==> config.mk <==
export PLATFORM = sky130hd
export DESIGN_NAME = rr_fifo_arb
export DESIGN_NICKNAME = d
export VERILOG_FILES = /design/src/rtl/arb_pkg.sv /design/src/rtl/rr_pick.sv /design/src/rtl/rr_fifo_arb.sv
export SDC_FILE = /design/constraint.sdc
export NUM_CORES = 1
export LEC_CHECK = 0
export CORE_ASPECT_RATIO = 1.2
export CORE_UTILIZATION = 30
export CTS_CLUSTER_DIAMETER = 120
export DETAILED_ROUTE_END_ITERATION = 16
export GPL_TIMING_DRIVEN = 1
export HOLD_SLACK_MARGIN = 0.08
export PLACE_DENSITY = 0.81
export SLEW_MARGIN = 20
export SYNTH_ARGS = -nofsm -noshare
export SYNTH_HDL_FRONTEND = slang
export SYNTH_HIERARCHICAL = 1
export SYNTH_SLANG_ARGS = --single-unit
==> constraint.sdc <==
create_clock -name clk -period 2.95 [get_ports clk]
set_input_delay 0.59 -clock clk [delete_from_list [all_inputs] [get_ports clk]]
set_output_delay 0.59 -clock clk [all_outputs]
set_load 0.005 [all_outputs]
==> src/rtl/arb_pkg.sv <==
// Shared arbiter types and helpers.
// Default widths for FIFO_DWIDTH / ARB_QWID when the build does not set them.
`ifndef FIFO_DWIDTH
`define FIFO_DWIDTH 32
`endif
`ifndef ARB_QWID
`define ARB_QWID 1
`endif

package arb_pkg;

  typedef enum logic {
    IDLE = 1'b0,
    HOLD = 1'b1
  } arb_state_t;

  localparam int BEAT_W = 8;

  // Pointer increment that wraps at n, not at a power of two.
  function automatic int rr_next(input int ptr, input int n);
    return (ptr >= n - 1) ? 0 : ptr + 1;
  endfunction

endpackage

==> src/rtl/rr_pick.sv <==
// Round-robin priority scan: first set req bit at or after rr_ptr,
// wrapping at NREQ.
module rr_pick #(
  parameter int NREQ = 2,
  parameter int QWID = 1
) (
  input  logic [NREQ-1:0] req,
  input  logic [QWID-1:0] rr_ptr,
  output logic [QWID-1:0] w,
  output logic            any
);

  always_comb begin : scan
    int idx;
    w   = '0;
    any = 1'b0;
    idx = 0;
    for (int k = 0; k < NREQ; k++) begin
      idx = int'(rr_ptr) + k;
      if (idx >= NREQ) idx = idx - NREQ;
      if (!any && req[idx]) begin
        any = 1'b1;
        w   = QWID'(idx);
      end
    end
  end

endmodule

==> src/rtl/rr_fifo_arb.sv <==
// Round-robin FIFO-to-FIFO arbiter; pop and push are combinational.
// Define ARB_BURST_EN to hold a grant for up to BURST beats.
`ifndef FIFO_DWIDTH
`define FIFO_DWIDTH 32
`endif
`ifndef ARB_QWID
`define ARB_QWID 1
`endif

module rr_fifo_arb
  import arb_pkg::*;
#(
  parameter int NREQ  = 2,
  parameter int WIDTH = `FIFO_DWIDTH,
  parameter int QWID  = `ARB_QWID,
  parameter int BURST = 4,
  parameter int CNTW  = 16
) (
  input  logic                  clk,
  input  logic                  rst,
  input  logic [NREQ-1:0]       empty,
  input  logic [NREQ*WIDTH-1:0] data_in,
  output logic [NREQ-1:0]       pop,
  input  logic                  out_full,
  output logic                  out_push,
  output logic [WIDTH-1:0]      data_out,
  output logic [QWID-1:0]       grant_id,
  output logic                  grant_vld,
  output logic [CNTW-1:0]       xfer_cnt
);

  logic [NREQ-1:0] req;
  logic [QWID-1:0] rr_ptr;
  logic [QWID-1:0] w;
  logic [QWID-1:0] sel;
  logic            any;
  logic            xfer;
  logic [CNTW-1:0] cnt;

`ifdef ARB_BURST_EN
  localparam logic [BEAT_W-1:0] BURST_L = BEAT_W'(BURST);

  arb_state_t        state;
  logic [QWID-1:0]   owner;
  logic [BEAT_W-1:0] beats;

  // While holding, only the owner may win.
  always_comb begin
    req = ~empty;
    if (state == HOLD) req = ~empty & (NREQ'(1) << owner);
  end
`else
  assign req = ~empty;
`endif

  rr_pick #(
    .NREQ (NREQ),
    .QWID (QWID)
  ) u_pick (
    .req    (req),
    .rr_ptr (rr_ptr),
    .w      (w),
    .any    (any)
  );

  assign xfer      = !rst && !out_full && any;
  assign pop       = xfer ? (NREQ'(1) << w) : '0;
  assign out_push  = xfer;
  assign grant_vld = xfer;
  assign grant_id  = xfer ? w : '0;
  assign sel       = xfer ? w : rr_ptr;
  assign data_out  = data_in[sel*WIDTH +: WIDTH];
  assign xfer_cnt  = cnt;

`ifdef ARB_BURST_EN
  always_ff @(posedge clk) begin
    if (rst) begin
      rr_ptr <= '0;
      state  <= IDLE;
      owner  <= '0;
      beats  <= '0;
      cnt    <= '0;
    end else begin
      if (xfer) cnt <= cnt + 1'b1;
      unique case (state)
        IDLE: begin
          if (xfer) begin
            if (BURST_L == BEAT_W'(1)) begin
              rr_ptr <= QWID'(rr_next(int'(w), NREQ));
            end else begin
              state <= HOLD;
              owner <= w;
              beats <= BEAT_W'(1);
            end
          end
        end
        HOLD: begin
          if (xfer) begin
            if (beats + 1'b1 == BURST_L) begin
              state  <= IDLE;
              beats  <= '0;
              rr_ptr <= QWID'(rr_next(int'(owner), NREQ));
            end else begin
              beats <= beats + 1'b1;
            end
          end else if (empty[owner]) begin
            // Owner ran dry: give up the rest of the burst.
            state  <= IDLE;
            beats  <= '0;
            rr_ptr <= QWID'(rr_next(int'(owner), NREQ));
          end
        end
        default: state <= IDLE;
      endcase
    end
  end
`else
  always_ff @(posedge clk) begin
    if (rst) begin
      rr_ptr <= '0;
      cnt    <= '0;
    end else if (xfer) begin
      rr_ptr <= QWID'(rr_next(int'(w), NREQ));
      cnt    <= cnt + 1'b1;
    end
  end
`endif

endmodule

==> results of run 1 <==
## stage by stage
stage               worst slack [ns]  hold slack (ns)  std cells
floorplan                      0.369            0.507        135
global placement              -0.516            0.515        309
detailed placement            -0.519            0.528        309
CTS                          -0.0801            0.538        333
global route                 -0.0133            0.592        333
finish                        0.0529            0.536        333
## layout make-up
class	instances	area (um2)	share of cell area (%)
repair buffers	149	1370	50.6
multi-input cells	103	857	31.8
flip-flops and latches	17	340	12.6
inverters	6	22.5	0.835
clock buffers	4	45.0	1.67
well taps	54	67.6	2.50
## critical path, delay by kind of cell
kind,cells,cell delay (ns)
buffers and inverters,6,0.65
multiplexers,2,0.55
AND/OR/NAND/NOR,2,0.51
## worst max path at each step
| stage | from | endpoint | slack, ns |
|---|---|---|---|
| 2_1_floorplan | empty[0] | data_out[24] | 0.37 |
| 3_3_place_gp | empty[1] | data_out[5] | -0.52 |
| 3_5_place_dp | empty[1] | data_out[5] | -0.52 |
| 4_1_cts | empty[1] | data_out[21] | -0.08 |
| 5_1_grt | empty[0] | data_out[14] | -0.01 |
| 6_report | empty[1] | data_out[6] | 0.05 |
## per-layer routing
layer	GRT usage [%]	share of wire, %
met3	7.09	11
met2	44.1	49
met4	12.1	4.6
met1	21.8	35
met5	0	0
## cells by family (layout without fill, tap and decap cells)
logic type               after synthesis  in the layout  synth area share, %
AO/OA/AOI/OAI                          7              7                 3.47
XOR/XNOR                              10             10                 6.93
adder cells (fa/ha/maj)                1              1                0.990
buffers and inverters                 15            159                 7.42
flip-flops                            17             17                 26.9
multiplexers                          36             36                 33.0
AND/OR/NAND/NOR                       49             49                 21.3
## power groups by stage
stage	clock network [mW]	logic [mW]	registers, mW
floorplan	0	0.107	0.243
global placement	0	0.307	0.244
detailed placement	0	0.310	0.244
CTS	0.176	0.351	0.239
global route	0.187	0.365	0.240
finish	0.176	0.344	0.239
## state kept, by name, summed over array words and instances (netlist names)
signal	cells
xfer_cnt	16
rr_ptr	1
## cell usage in the layout, fill, tap and decap left out, drive strengths merged, types with 2 or more instances in the layout
cell / n
clkdlybuf4s50: 85
buf: 51
mux2: 35
dfxtp: 17
nor2: 15
clkbuf: 15
xnor2: 7
nand4: 6
nand2: 6
inv: 6
nor4: 4
nor2b: 4
nand3: 3
xor2: 3
a21oi: 3
and4: 2
clkdlybuf4s15: 2
nor3: 2
## timing repair
action                                  CTS  global route
gates cloned                              3             0
buffers inserted                         17             3
endpoints found under the setup margin   37            31
pin swaps                                 1             2
endpoints found under the hold margin     0             0
gates resized for setup                 135            16
==> flow_metrics.py, run 1 <==
metrics = {
    "outcome": {
        "status": "finished, final reports clean",
    },
    "die": {
        "initial_utilization_pct": 31.8,
        "ios": 122,
        "num_rows": 25,
        "core-area_um2": 3970,
        "dieWidth_um": 61.2,
        "die_area_um2": 4480,
        "fp.dieH_um": 73.1,
    },
    "yosys": {
        "synth_cells": 135,
        "yosys.area.top_type": "mux2_2",
        "synth_nets": 205,
        "synth_edf_count": 0,
        "postSynth.asyncResetShare_pct": 0,
        "yosys.cell_types.count": 33,
        "synth-main-ff-cell": "dfxtp_1",
        "synth_area_um2": 1260,
        "yosysWarnings": 6,
        "ys_seq_area_share_pct": 26.9,
        "yosysTopAreaCellShare_pct": 28.5,
        "synthTopCellsByArea": "mux2_2 (29%), dfxtp_1 (27%), xnor2_1 (4.9%), nor2_1 (4.5%), buf_6 (3.6%)",
        "ys_ff_latch": 17,
        "synth.most_common_cell": "mux2_2",
        "postSynthAreaPerCell_um2": 9.36,
        "synth_common_cells": "mux2_2 (32), dfxtp_1 (17), nor2_1 (15)",
    },
    "detailed_routing": {
        "drtIter0Drc": 22,
        "drc": 0,
        "drtAntennaViolNets": 0,
        "wl_per_cell_um": 16.6,
        "first_pass_iters": 4,
        "routed-via-count": 1591,
        "vias_per_cell": 4.78,
        "wl_um": 5520,
    },
    "sta": {
        "final.min_clock_period_ns": 2.90,
        "setup_viol": 0,
        "final.setup.tns_ns": 0,
        "tightest_slew_ns": 0.512,
        "fin_crit_sh_pct": 98.2,
        "relSlewSlack_pct": 65.8,
        "fin_skew_ns": 0.00392,
        "fmax_ghz": 0.345,
        "report.final.slew_viol_count": 0,
        "hold_viol": 0,
    },
    "pwr": {
        "power_frac_clock_pct": 23.2,
        "power_uw": 759,
        "leakage_nw": 1.13,
        "switchingPower_uw": 195,
        "pwr-share-seq_pct": 31.5,
        "power_density_nw_per_um2": 281,
        "combPwrFrac_pct": 45.3,
        "ir_worst_vdd_mv": 0.284,
        "switching_share_pct": 25.7,
        "internal-power_uw": 563,
    },
    "cts": {
        "cts_made_buffers": 3,
        "clock-sinks": 17,
        "clock-root-buffer": "clkbuf_8",
        "htree_num_levels": 1,
        "cts_hold_buf": 0,
        "clock_path_buffers": 2,
        "cts_tree": "built",
        "clkSlewWorstSetupHoldPaths_ns": 0.07,
        "clk_latency_ns": 0.26,
    },
    "setup_path": {
        "ff2ff_setup_slack_ns": 1.35,
        "worstPathRequired_ns": 2.36,
        "crit_slowest_cell": "or3b_4",
        "r2r_start": "xfer_cnt[0]",
        "rr_worst_depth": 4,
        "worst_path_largest_cell_delay_ns": 0.40,
        "cp_max_fo": 7,
        "startpoint_type": "primary input",
        "cpMostUsedCell": "buf_6",
        "endpoint_kind": "output pin",
        "path_class": "primary input to output pin",
        "timing.rr.end": "xfer_cnt[12]",
        "cp_cell_sequence": "buf_2, inv_2, or2_4, or3b_4, mux2i_4, buf_6, buf_6, buf_16, mux2_2, clkbuf_2",
        "worstPathArrival_ns": 2.31,
    },
    "global_route": {
        "grt_pass1_vias": 1594,
        "grt_max_degree": 21,
        "antenna_found_initial": 0,
        "grt_pass1_wl_um": 7670,
        "grt_usage_pct": 23.5,
        "overflow": 0,
    },
    "placement": {
        "port_buffers": 121,
        "gp_congestion": 0.780,
        "hpwl_um": 3900,
        "place_area_um2": 2540,
    },
    "cells_and_area": {
        "drive_gt1_share_pct": 38.0,
        "fillers": 319,
        "areaGrowthSynthToFinish_pct": 113,
        "final_nets": 350,
        "n_antenna_cell": 0,
        "stdcell_area_um2": 2700,
        "utilization_pct": 67.9,
    },
    "hold_path": {
        "min-delay-path-class": "flop to flop",
        "worstHoldStart": "xfer_cnt[1]",
        "min_to": "xfer_cnt[1]",
        "hold_depth": 2,
    },
    "flow_run": {
        "maxCapViolCount": 0,
    },
}
(Power assumes the default switching activity.)
==> run 2, diff against run 1 <==
--- a/config.mk
+++ b/config.mk
@@ -11,6 +11,7 @@
 export DETAILED_ROUTE_END_ITERATION = 16
 export GPL_TIMING_DRIVEN = 1
 export HOLD_SLACK_MARGIN = 0.08
+export MAX_ROUTING_LAYER = met4
 export PLACE_DENSITY = 0.81
 export SLEW_MARGIN = 20
 export SYNTH_ARGS = -nofsm -noshare
==> flow_metrics.py, run 2 (same netlist as run 1, synthesis figures left out) <==
metrics = {
    "outcome": {
        "status": "finished, final reports clean",
    },
    "cells_and_area": {
        "fillers": 319,
        "final_cell_mix": "clkdlybuf4s50_1 (85), mux2_2 (28), buf_2 (20), buf_4 (19), dfxtp_1 (17)",
        "seq_area_um2": 340,
        "final_common_cell": "clkdlybuf4s50_1",
        "final_nets": 350,
        "areaGrowthSynthToFinish_pct": 113,
        "utilization_pct": 67.9,
        "largest_reg_flops": 16,
        "n_antenna_cell": 0,
        "multiInputGateArea_um2": 857,
        "stdcell_area_um2": 2700,
        "drive_gt1_share_pct": 38.0,
        "final_cells": 333,
    },
    "detailed_routing": {
        "wl_per_cell_um": 16.6,
        "drtAntennaViolNets": 0,
        "drtIter0Drc": 17,
        "routed-via-count": 1593,
        "wl_um": 5520,
        "vias_per_cell": 4.78,
        "first_pass_iters": 4,
        "drc": 0,
    },
    "sta": {
        "report.final.slew_viol_count": 0,
        "hold_viol": 0,
        "setup_viol": 0,
        "fmax_ghz": 0.345,
        "fin_skew_ns": 0.00308,
        "relSlewSlack_pct": 65.9,
        "fin_crit_sh_pct": 98.2,
        "fin_ws_ns": 0.0531,
        "final.min_clock_period_ns": 2.90,
        "tightest_slew_ns": 0.510,
    },
    "global_route": {
        "overflow": 0,
        "grt_usage_pct": 24.1,
        "grt_pass1_wl_um": 7680,
        "antenna_found_initial": 0,
        "grt_pass1_vias": 1598,
        "grt_max_degree": 21,
    },
    "setup_path": {
        "startpoint_type": "primary input",
        "worstPathRequired_ns": 2.36,
        "crit_slowest_cell": "or3b_4",
        "cp_num_cells": 10,
        "worst-path-buf-inv": 6,
        "crit_family": "buffers and inverters",
        "path_class": "primary input to output pin",
        "rr_worst_depth": 4,
        "worstPathArrival_ns": 2.31,
        "cpMostUsedCell": "buf_6",
        "endpoint_kind": "output pin",
        "cp_max_fo": 7,
        "cp_cell_sequence": "buf_2, inv_2, or2_4, or3b_4, mux2i_4, buf_6, buf_6, buf_16, mux2_2, clkbuf_2",
        "worst_path_largest_cell_delay_ns": 0.40,
    },
    "cts": {
        "cts_made_buffers": 3,
        "clkSlewWorstSetupHoldPaths_ns": 0.06,
        "htree_num_levels": 1,
        "clock_path_buffers": 2,
        "cts_hold_buf": 0,
        "clk_latency_ns": 0.26,
        "cts_tree": "built",
        "clock-root-buffer": "clkbuf_8",
        "clock-sinks": 17,
    },
    "pwr": {
        "power_uw": 758,
        "leakage_nw": 1.13,
        "ir_worst_vdd_mv": 0.284,
        "power_density_nw_per_um2": 281,
    },
    "placement": {
        "hpwl_um": 3900,
        "port_buffers": 121,
        "place_ws_ns": -0.519,
        "dp.cells": 309,
        "place_area_um2": 2540,
        "gp_congestion": 0.791,
    },
    "flow_run": {
        "maxCapViolCount": 0,
    },
    "die": {
        "num_rows": 25,
        "dieWidth_um": 61.2,
        "initial_utilization_pct": 31.8,
        "fp.dieH_um": 73.1,
        "core-area_um2": 3970,
        "ios": 122,
        "die_area_um2": 4480,
    },
    "hold_path": {
        "min-delay-path-class": "flop to flop",
        "hold_depth": 2,
    },
}
## run 2: cell counts in the layout (fill, tap and decap cells not counted)
No cell type changed its count.
## run 2: final timing paths
check,start,to,slack [ns]
setup / recovery,empty[1],data_out[6],0.05
hold / removal,xfer_cnt[1],xfer_cnt[1],0.54
setup reg to reg,xfer_cnt[0],xfer_cnt[12],1.35
hold reg to reg,xfer_cnt[1],xfer_cnt[1],0.54
## run 2: area by class of cell
class / count / share of cell area [%]
Inverter: 6 / 0.835
Multi-Input combinational cell: 103 / 31.8
Tap cell: 54 / 2.50
Clock buffer: 4 / 1.67
Timing Repair Buffer: 149 / 50.6
Sequential cell: 17 / 12.6
## run 2: tightest hold or removal path: stages (launching register included)
cell and delay, ns:
dfxtp_1 0.36, nand2_1 0.07, a21oi_1 0.06
## run 2: per-stage QoR
stage | TNS, ns | hold slack (ns)
final | 0 | 0.536
after global routing | -0.0576 | 0.592
after CTS | -0.509 | 0.538
after detailed placement | -16.07 | 0.528
after global placement | -15.70 | 0.515
after floorplan | 0 | 0.507
## run 2: power by group
group	internal [mW]	total [mW]	switching, mW
logic	0.234	0.344	0.109
clock network	0.0960	0.176	0.0796
registers	0.233	0.239	0.00559
total	0.563	0.758	0.195
## run 2: metal layers
| metal | wire [um] | vias to the layer above | track usage (%) |
|---|---|---|---|
| met2 | 2720 | 84 | 44.1 |
| met3 | 629 | 23 | 6.91 |
| met4 | 255 | 0 | 12.1 |
| met1 | 1910 | 721 | 21.9 |
| met5 | 0 | - | - |
| li1 | - | 765 | - |
## run 2: repair_timing
item,CTS,global route
setup buffers,17,3
cloned,3,0
resized for setup,135,16
endpoints found under the setup margin,37,31
pin swaps,1,2
==> run 3, diff against run 2 <==
--- a/config.mk
+++ b/config.mk
@@ -7,7 +7,7 @@
 export LEC_CHECK = 0
 export CORE_ASPECT_RATIO = 1.2
 export CORE_UTILIZATION = 30
-export CTS_CLUSTER_DIAMETER = 120
+export CTS_CLUSTER_DIAMETER = 80
 export DETAILED_ROUTE_END_ITERATION = 16
 export GPL_TIMING_DRIVEN = 1
 export HOLD_SLACK_MARGIN = 0.08
==> results of run 3 <==
No change in the layout: final DEF, timing and power equal those of run 2.
